### src/rtl/sysref_gen_pkg.sv
// Shared types for the SYSREF/marker generator: mode select and FSM state encodings.
package sysref_gen_pkg;

  typedef enum logic [1:0] {
    MODE_OFF   = 2'd0,
    MODE_CONT  = 2'd1,
    MODE_BURST = 2'd2,
    MODE_RSVD  = 2'd3
  } sysref_mode_t;

  typedef enum logic [1:0] {
    S_IDLE = 2'd0,
    S_HIGH = 2'd1,
    S_LOW  = 2'd2
  } sysref_state_t;

endpackage

### src/rtl/sysref_pulse_gen.sv
// Programmable SYSREF/marker generator with continuous, counted-burst and phase-align support.
// Optional edge statistics counter is built when SYSREF_PULSE_GEN_STATS_EN is defined.
module sysref_pulse_gen
  import sysref_gen_pkg::*;
#(
  parameter int CNT_WIDTH   = 8,
  parameter int BURST_WIDTH = 8
) (
  input  logic                   clk,
  input  logic                   rst,
  input  logic [CNT_WIDTH-1:0]   half_period_i,
  input  logic [1:0]             mode_i,
  input  logic [BURST_WIDTH-1:0] burst_count_i,
  input  logic                   start_i,
  input  logic                   align_i,
  output logic                   sysref_o,
  output logic                   edge_o,
  output logic                   busy_o,
  output logic [31:0]            pulse_count_o
);

  sysref_mode_t           mode;
  sysref_state_t          state_q, state_d;
  logic [CNT_WIDTH-1:0]   hp_q, hp_d;
  logic [CNT_WIDTH-1:0]   cnt_q, cnt_d;
  logic [BURST_WIDTH-1:0] rem_q, rem_d;
  logic                   edge_q, edge_d;
  logic                   sysref_q, sysref_d;
  logic                   busy_q, busy_d;

  assign mode = sysref_mode_t'(mode_i);

  always_comb begin
    state_d = state_q;
    hp_d    = hp_q;
    cnt_d   = cnt_q;
    rem_d   = rem_q;
    edge_d  = 1'b0;
    unique case (state_q)
      S_IDLE: begin
        // Align is meaningless here; only a valid start leaves IDLE.
        if (start_i && (mode == MODE_CONT ||
                        (mode == MODE_BURST && burst_count_i != '0))) begin
          state_d = S_HIGH;
          hp_d    = half_period_i;
          cnt_d   = half_period_i;
          edge_d  = 1'b1;
          if (mode == MODE_BURST) begin
            rem_d = burst_count_i - 1'b1;
          end
        end
      end
      S_HIGH: begin
        if (align_i) begin
          hp_d  = half_period_i;
          cnt_d = half_period_i;
        end else if (cnt_q == '0) begin
          state_d = S_LOW;
          cnt_d   = hp_q;
        end else begin
          cnt_d = cnt_q - 1'b1;
        end
      end
      S_LOW: begin
        if (align_i) begin
          state_d = S_HIGH;
          hp_d    = half_period_i;
          cnt_d   = half_period_i;
          edge_d  = 1'b1;
        end else if (cnt_q == '0) begin
          // Mode is only consulted here, so a running HIGH/LOW pair always completes.
          if (mode == MODE_CONT) begin
            state_d = S_HIGH;
            cnt_d   = hp_q;
            edge_d  = 1'b1;
          end else if (mode == MODE_BURST && rem_q != '0) begin
            state_d = S_HIGH;
            cnt_d   = hp_q;
            rem_d   = rem_q - 1'b1;
            edge_d  = 1'b1;
          end else begin
            state_d = S_IDLE;
            cnt_d   = '0;
          end
        end else begin
          cnt_d = cnt_q - 1'b1;
        end
      end
      default: begin
        state_d = S_IDLE;
        cnt_d   = '0;
      end
    endcase
    sysref_d = (state_d == S_HIGH);
    busy_d   = (state_d != S_IDLE);
  end

  always_ff @(posedge clk) begin
    if (rst) begin
      state_q  <= S_IDLE;
      hp_q     <= '0;
      cnt_q    <= '0;
      rem_q    <= '0;
      edge_q   <= 1'b0;
      sysref_q <= 1'b0;
      busy_q   <= 1'b0;
    end else begin
      state_q  <= state_d;
      hp_q     <= hp_d;
      cnt_q    <= cnt_d;
      rem_q    <= rem_d;
      edge_q   <= edge_d;
      sysref_q <= sysref_d;
      busy_q   <= busy_d;
    end
  end

  assign sysref_o = sysref_q;
  assign edge_o   = edge_q;
  assign busy_o   = busy_q;

`ifdef SYSREF_PULSE_GEN_STATS_EN
  logic [31:0] pulse_cnt_q, pulse_cnt_d;

  // Counts alongside edge_d so the total already includes the edge being presented.
  always_comb begin
    pulse_cnt_d = pulse_cnt_q + {31'd0, edge_d};
  end

  always_ff @(posedge clk) begin
    if (rst) begin
      pulse_cnt_q <= '0;
    end else begin
      pulse_cnt_q <= pulse_cnt_d;
    end
  end

  assign pulse_count_o = pulse_cnt_q;
`else
  assign pulse_count_o = '0;
`endif

endmodule

### config.mk
export PLATFORM = sky130hd
export DESIGN_NAME = sysref_pulse_gen
export DESIGN_NICKNAME = d
export VERILOG_FILES = /design/src/rtl/sysref_gen_pkg.sv /design/src/rtl/sysref_pulse_gen.sv
export SDC_FILE = /design/constraint.sdc
export NUM_CORES = 1
export LEC_CHECK = 0
export ABC_CLOCK_PERIOD_IN_PS = 4300
export BUFFER_PORTS_ARGS = -buffer_cell sky130_fd_sc_hd__buf_4
export CAP_MARGIN = 10
export CELL_PAD_IN_SITES_DETAIL_PLACEMENT = 1
export CELL_PAD_IN_SITES_GLOBAL_PLACEMENT = 1
export CORE_ASPECT_RATIO = 1.4
export CORE_UTILIZATION = 35
export CTS_BUF_LIST = sky130_fd_sc_hd__clkbuf_2
export DETAILED_ROUTE_END_ITERATION = 16
export HOLD_SLACK_MARGIN = 0.15
export PLACE_DENSITY = 0.72
export SETUP_SLACK_MARGIN = 0.15
export SLEW_MARGIN = 20
export SYNTH_ARGS = -nofsm -noshare
export SYNTH_HDL_FRONTEND = slang
export SYNTH_SLANG_ARGS = --single-unit
### constraint.sdc
create_clock -name clk -period 4.3 [get_ports clk]
set_input_delay 0.86 -clock clk [delete_from_list [all_inputs] [get_ports clk]]
set_output_delay 0.86 -clock clk [all_outputs]
set_load 0.02 [all_outputs]
==> results of run 1 <==
## placed cells by master (no fill, tap or decap), types with 7 or more instances in the layout
cell type  synthesis  layout
a211oi_1           7       7
a21oi_1            8       8
a31oi_1           11      11
buf_4             33      25
conb_1             1      32
dfxtp_1           29      29
ha_1               7       7
inv_1             14      14
mux2i_1           10      10
nand2_1           11      11
nand2b_1           7       7
nor2_1            25      25
nor3_1            10      10
o21ai_0            7       7
o32ai_1            8       8
## where the power goes
part | leakage, nW | switching (mW) | total [mW] | internal [mW]
registers | 0.237 | 0.0282 | 0.324 | 0.296
logic | 0.764 | 0.210 | 0.335 | 0.126
clock network | 0.0265 | 0.0964 | 0.134 | 0.0378
## worst max-delay path, stage by stage, from the launching register on
cell      delay, ns
dfxtp_1        0.35
inv_1          0.10
ha_1           0.41
buf_4          0.28
mux2i_1        0.26
ha_1           0.27
nor4b_1        0.39
o22ai_1        0.25
a211oi_1       0.27
a31oi_1        0.12
o211ai_1       0.19
## path summary, 6_finish.rpt
| kind | start | end |
|---|---|---|
| worst max-delay path | state_q[0] | rem_q[6] |
| worst min-delay path | hp_q[6] | hp_q[6] |
| worst max register to register | state_q[0] | rem_q[6] |
| worst min register to register | hp_q[6] | hp_q[6] |
## cell type report
cell class / instances / share of cell area [%]
Clock inverter: 1 / 0.151
Sequential cell: 29 / 23.4
Inverter: 15 / 2.27
Clock buffer: 6 / 1.21
Timing Repair Buffer: 25 / 7.57
Tap cell: 74 / 3.73
Multi-Input combinational cell: 227 / 61.7
## sequential cells by signal, summed over array words and instances (netlist names)
signal    flops
edge_o        1
busy_o        1
rem_q         8
hp_q          8
state_q       2
cnt_q         8
sysref_o      1
## stage by stage
stage,cells,util (%)
finish,377,38.0
floorplan,315,-
CTS,377,38.0
global route,377,38.0
global placement,370,37.5
detailed placement,370,37.5
## layer usage
| layer | global-route usage (%) | part of all wire [%] | wire length [um] | up-vias |
|---|---|---|---|---|
| met5 | 0 | 0 | 0 | - |
| met4 | 6.00 | 1.2 | 76 | 0 |
| met3 | 2.76 | 3.1 | 203 | 7 |
| met2 | 35.0 | 53 | 3430 | 47 |
| met1 | 22.3 | 43 | 2740 | 1059 |
| li1 | - | - | - | 1047 |
## logic make-up (layout without fill, tap and decap cells)
kind of cell | Yosys count | after routing | synth area share [%]
simple gates | 92 | 92 | 22.0
compound gates | 83 | 83 | 28.7
buf+inv | 59 | 47 | 15.3
flops | 29 | 29 | 24.7
mux | 11 | 11 | 4.73
fa+ha+maj | 7 | 7 | 3.72
xor+xnor | 2 | 2 | 0.744
other cells | 1 | 32 | 0.159
==> results.cfg, run 1 <==
[critical_path]
criticalPathCategory = flip-flop to flip-flop
startpoint_type = flip-flop
ff2ff_path_depth = 10
required_ns = 4.62
regToRegSetupSlack_ns = 1.36
critical_path.endpoint_type = flip-flop
worstPathMaxFanout = 14
cp.arrival_ns = 3.26

[floorplan]
rows = 35
initial_core_util_pct = 36.1
core-area_um2 = 6530
io_pins = 57
die_y_um = 99.0
dieArea_um2 = 7060
die_w_um = 71.3

[routing]
drc = 1
dr.pass1.iters = 10
wirelength_um = 6450
vias = 2160
ant_nets = 0
drt_iter0_drc = 97
drt-vias-per-instance = 5.73
wl_per_cell_um = 17.1

[power_and_ir_drop]
power.leakage_nw = 1.03
p_per_area_nw_per_um2 = 320
power.total_mw = 0.794
peakVddDrop_mv = 0.0958

[global_routing]
antenna_found_initial = 0
grt_pass1_wl_um = 10500
first_global_vias = 2055
globalRouteTotalUtil_pct = 19.1
overflow = 0
grt_max_degree = 36

[clock_network]
cts.clk_slew.worst_paths_ns = 0.16
cts_resized = 0
clock_latency_ns = 0.38
cts_tree = built
clockRootBuffer = clkbuf_2
post_cts_buffers = 0
postCtsHoldBufs = 0
cts_buffers = 5
clock_sinks = 29
clk_path_buf_depth = 2
htree_levels = 2

[yosys]
synth.cell_area_um2 = 2350
synth-seq-cells = 29
synth_edf_count = 0
yosysWarningCount = 0
avgSynthCellArea_um2 = 8.29
synth_most_common_cell = buf_4
synth_cells = 284
yosysTopAreaCellShare_pct = 24.7
synth_area_leader_cell = dfxtp_1
synthTopCellsByCount = 33 x buf_4, 29 x dfxtp_1, 25 x nor2_1
synth_area_leaders = dfxtp_1 25%, buf_4 11%, mux2i_1 4.3%
synthFlopType = dfxtp_1
ys_types = 67
synthArstFlopShare_pct = 0
seq_area_frac_synth_pct = 24.7

[timing]
period_needed_ns = 2.94
post-route-period-util_pct = 68.4
rsz0062_at_grt = no
timing.hold.ws_ns = 0.517
relSlewSlack_pct = 37.6
fmax_ghz = 0.340
clock-skew-final_ns = 0.0226
worst_slew_pin_slew_ns = 0.931
drv_slew = 0
finalHoldViolCount = 0
setup_slack_ns = 1.36
setup_viol_count_final = 0
finalSetupTns_ns = 0

[placed_design]
pre_cts_slack_ns = 1.32
portBuffers = 24
dp_hpwl_um = 4880
dpl-instance-area_um2 = 2450
gp_congestion = 0.872

[layout]
drive_gt1_share_pct = 15.2
regArea_um2 = 581
n_antenna_cell = 0
nets = 332
fillers = 839
multi_input_area_um2 = 1530
design_area_um2 = 2480
syn_to_final_growth_pct = 5.37

[flow_run]
max_cap_violations = 0

[run_status]
violations = design-rule violations
status = complete, but fails checks

[hold_path]
holdCritPathClass = flip-flop to flip-flop
hold_depth = 2
No activity file was read; power rests on OpenSTA's default activity.
==> run 2, diff against run 1 <==
ABC_CLOCK_PERIOD_IN_PS = 3000   (was 4300)
clock period = 3 ns   (was 4.3 ns; I/O delays follow)
==> results.cfg, run 2 (same netlist as run 1, synthesis figures left out) <==
[power_and_ir_drop]
p_sw_mw = 0.491
seqPwrFrac_pct = 39.4
p_int_mw = 0.687
p_clk_share_pct = 18.1
power.total_mw = 1.18
power.leakage_nw = 1.06
peakVddDrop_mv = 0.135
swShare_pct = 41.7
combPwrFrac_pct = 42.5
p_per_area_nw_per_um2 = 464

[timing]
drv_slew = 0
post-route-period-util_pct = 85.4
relSlewSlack_pct = 57.1
rsz0062_at_grt = no
clock-skew-final_ns = 0.0100
finalHoldViolCount = 0
worst_slew_pin_slew_ns = 0.638
finalSetupTns_ns = 0
fmax_ghz = 0.391
period_needed_ns = 2.56
setup_viol_count_final = 0

[layout]
n_antenna_cell = 0
mostFrequentLayoutCell = conb_1
final_cell_count_no_fill = 384
largestRegisters = cnt_q x8, hp_q x8, rem_q x8
syn_to_final_growth_pct = 7.81
finalCoreUtilization_pct = 38.9
final_cell_mix = 32 x conb_1, 31 x buf_4, 29 x dfxtp_1
nets = 338
drive_gt1_share_pct = 17.7
design_area_um2 = 2540

[floorplan]
core-area_um2 = 6530
dieArea_um2 = 7060
io_pins = 57
die_y_um = 99.0
rows = 35
die_w_um = 71.3
initial_core_util_pct = 36.1

[hold_path]
holdCritPathClass = input port to flip-flop

[clock_network]
cts_buffers = 5
cts_resized = 0
clockRootBuffer = clkbuf_2
postCtsHoldBufs = 0
clock_latency_ns = 0.37
cts.clk_slew.worst_paths_ns = 0.16
cts_tree = built
clock_sinks = 29
htree_levels = 2
clk_path_buf_depth = 2
post_cts_buffers = 0

[global_routing]
grt_max_degree = 36
overflow = 0
grt_pass1_wl_um = 10800
first_global_vias = 2199
antenna_found_initial = 0
globalRouteTotalUtil_pct = 19.7

[critical_path]
required_ns = 3.31
worstPathMaxFanout = 5
critical_path.endpoint_type = flip-flop
crit_path_top_delay_cell = nor4bb_1
critical_path.cell_chain = inv_1 > ha_1 > mux2i_1 > ha_1 > nor4bb_1 > o22ai_1 > a211oi_1 > a31oi_1 > o211ai_1
criticalPathCategory = flip-flop to flip-flop
worst-path-buf-inv = 1
crit_top_cell = ha_1
path_delay_family = compound AO/OA/AOI/OAI gates
startpoint_type = flip-flop
cp.arrival_ns = 2.87
max_stage_delay_ns = 0.37

[routing]
wirelength_um = 6660
drt_iter0_drc = 100
vias = 2175
wl_per_cell_um = 17.3
drc = 1
ant_nets = 0
dr.pass1.iters = 10
drt-vias-per-instance = 5.66

[placed_design]
dp_hpwl_um = 5060
dp_cells = 376
gp_congestion = 0.890
portBuffers = 24
dpl-instance-area_um2 = 2490

[run_status]
status = complete, but fails checks
violations = design-rule violations

[flow_run]
max_cap_violations = 0
## run 2: cell count changes in the layout (fill, tap and decap cells not counted)
cell / change
nor4b_2: +1
clkbuf_2: +2
nor4b_1: -1
clkinv_1: -1
buf_4: +6
## run 2: power by group through the flow
stage	Sequential [mW]	Clock, mW	Combinational (mW)
after floorplan	0.465	0	0.391
after global placement	0.471	0	0.490
after detailed placement	0.473	0	0.499
after CTS	0.465	0.225	0.502
after global routing	0.470	0.237	0.551
final	0.464	0.213	0.501
## run 2: final cells by class
type,instances,area [um^2]
clock buffer,8,40.0
fill,826,3990
inverter,15,56.3
multi-input combinational,227,1540
sequential,29,581
tap,74,92.6
timing repair buffer,31,233
## run 2: routing by layer
layer / global-route usage, % / wire (um) / up-vias
li1: - / - / 1060
met1: 22.4 / 2830 / 1071
met2: 37.0 / 3590 / 35
met3: 2.86 / 150 / 9
met4: 6.15 / 85 / 0
met5: 0 / 0 / -
## run 2: worst register-to-register path, delay by kind of cell (launching register included)
| kind | cells | cell delay (ns) |
|---|---|---|
| muxes | 1 | 0.30 |
| buffers and inverters | 1 | 0.11 |
| and+or+nand+nor | 1 | 0.37 |
| AOI/OAI and AO/OA | 4 | 0.74 |
| DFF | 1 | 0.36 |
| adders and majority gates | 2 | 0.63 |
## run 2: worst paths after layout
| kind | startpoint | to | depth (start not counted) | slack, ns |
|---|---|---|---|---|
| worst max-delay path | state_q[0] | rem_q[6] | 9 | 0.44 |
| worst min-delay path | half_period_i[0] | hp_q[0] | 3 | 0.47 |
| worst max register to register | state_q[0] | rem_q[6] | 9 | 0.44 |
| worst min register to register | hp_q[0] | hp_q[0] | 2 | 0.52 |
## run 2: per-stage QoR
stage	hold WS, ns	worst slack [ns]
final	0.473	0.439
after global routing	0.485	0.226
after CTS	0.461	0.302
after detailed placement	0.498	0.375
after global placement	0.480	0.301
after floorplan	0.463	0.331
==> run 3, diff against run 2 <==
BUFFER_PORTS_ARGS = not set   (was -buffer_cell sky130_fd_sc_hd__buf_4)
DONT_BUFFER_PORTS = 1   (was not set)
PLACE_DENSITY = 0.63   (was 0.72)
==> results.cfg, run 3 (same netlist as run 1, synthesis figures left out) <==
[run_status]
status = completed

[floorplan]
core-area_um2 = 6530
dieArea_um2 = 7060
io_pins = 57
initial_core_util_pct = 36.1
rows = 35
die_y_um = 99.0
die_w_um = 71.3

[layout]
mostFrequentLayoutCell = conb_1
multi_input_area_um2 = 1530
final_cell_count_no_fill = 360
syn_to_final_growth_pct = -0.107
n_antenna_cell = 0
design_area_um2 = 2350
regArea_um2 = 581
largestRegisters = cnt_q x8, hp_q x8, rem_q x8
fillers = 797
finalCoreUtilization_pct = 36.0
drive_gt1_share_pct = 10.5
final_cell_mix = 32 x conb_1, 29 x dfxtp_1, 25 x nor2_1
nets = 314

[global_routing]
globalRouteTotalUtil_pct = 20.1
antenna_found_initial = 0
grt_pass1_wl_um = 11100
grt_max_degree = 36
first_global_vias = 2130
overflow = 0

[critical_path]
required_ns = 3.30
startpoint_type = flip-flop
critical_path.endpoint_type = flip-flop
criticalPathCategory = flip-flop to flip-flop
worstPathMaxFanout = 5
cp.arrival_ns = 2.75

[clock_network]
clock_sinks = 29
cts_buffers = 5
cts_tree = built
clockRootBuffer = clkbuf_2
cts.clk_slew.worst_paths_ns = 0.18
cts_resized = 0
clk_path_buf_depth = 2
clock_latency_ns = 0.38
htree_levels = 2
postCtsHoldBufs = 0
post_cts_buffers = 0

[power_and_ir_drop]
p_int_mw = 0.653
combPwrFrac_pct = 39.5
p_sw_mw = 0.465
swShare_pct = 41.6
peakVddDrop_mv = 0.149
seqPwrFrac_pct = 42.1
power.leakage_nw = 0.946
p_clk_share_pct = 18.4
p_per_area_nw_per_um2 = 475

[timing]
clock-skew-final_ns = 0.0232
post-route-period-util_pct = 81.5
drv_slew = 0
fmax_ghz = 0.409
finalHoldViolCount = 0
relSlewSlack_pct = 57.5
worst_slew_pin_slew_ns = 0.638
timing.hold.ws_ns = 0.264
setup_viol_count_final = 0
rsz0062_at_grt = no
period_needed_ns = 2.44
finalSetupTns_ns = 0

[placed_design]
portBuffers = 0
dp_cells = 352
dp_hpwl_um = 5060
dpl-instance-area_um2 = 2310
gp_congestion = 0.843

[routing]
drc = 0
vias = 2106
drt_iter0_drc = 103
dr.pass1.iters = 4
ant_nets = 0
wirelength_um = 6640
drt-vias-per-instance = 5.85
wl_per_cell_um = 18.5

[hold_path]
holdCritPathClass = input port to flip-flop

[flow_run]
max_cap_violations = 0
[run 3: final timing paths]
path / start / endpoint / slack (ns) / cells past startpoint
setup / recovery: state_q[0] / rem_q[6] / 0.56 / 9
hold reg to reg: hp_q[6] / hp_q[6] / 0.52 / 2
setup reg to reg: state_q[0] / rem_q[6] / 0.56 / 9
hold / removal: rst / edge_o / 0.26 / 1
[run 3: through the flow]
step | setup WS [ns] | total power [mW]
2_1_floorplan | 0.331 | 0.856
3_3_place_gp | 0.544 | 0.919
3_5_place_dp | 0.582 | 0.920
4_1_cts | 0.559 | 1.13
5_1_grt | 0.365 | 1.20
6_report | 0.556 | 1.12
[run 3: routing by layer]
layer	part of all wire (%)	GRT usage, %	wire length, um	vias up
met3	4.5	4.70	296	11
met2	54	37.2	3570	38
met1	40	22.0	2640	1039
met4	2.1	6.92	141	0
li1	-	-	-	1018
met5	0	0	0	-
[run 3: critical path, cell delays in order, from the launching register on]
cell	delay, ns
dfxtp_1	0.36
inv_1	0.10
ha_1	0.32
mux2i_1	0.27
ha_1	0.25
nor4b_1	0.34
o22ai_1	0.22
a211oi_1	0.27
a31oi_1	0.11
o211ai_1	0.15
[run 3: final cells by class]
type | count | share of cell area (%)
Clock buffer | 6 | 1.28
Clock inverter | 2 | 0.426
Inverter | 15 | 2.39
Multi-Input combinational cell | 227 | 65.0
Sequential cell | 29 | 24.7
Tap cell | 74 | 3.94
Timing Repair Buffer | 7 | 2.24
[run 3: power groups by stage]
stage          sequential, mW  clock [mW]  combinational, mW
5_1_grt                 0.477       0.233              0.492
4_1_cts                 0.471       0.216              0.443
2_1_floorplan           0.465           0              0.391
3_5_place_dp            0.479           0              0.441
6_report                0.470       0.206              0.441
3_3_place_gp            0.478           0              0.440
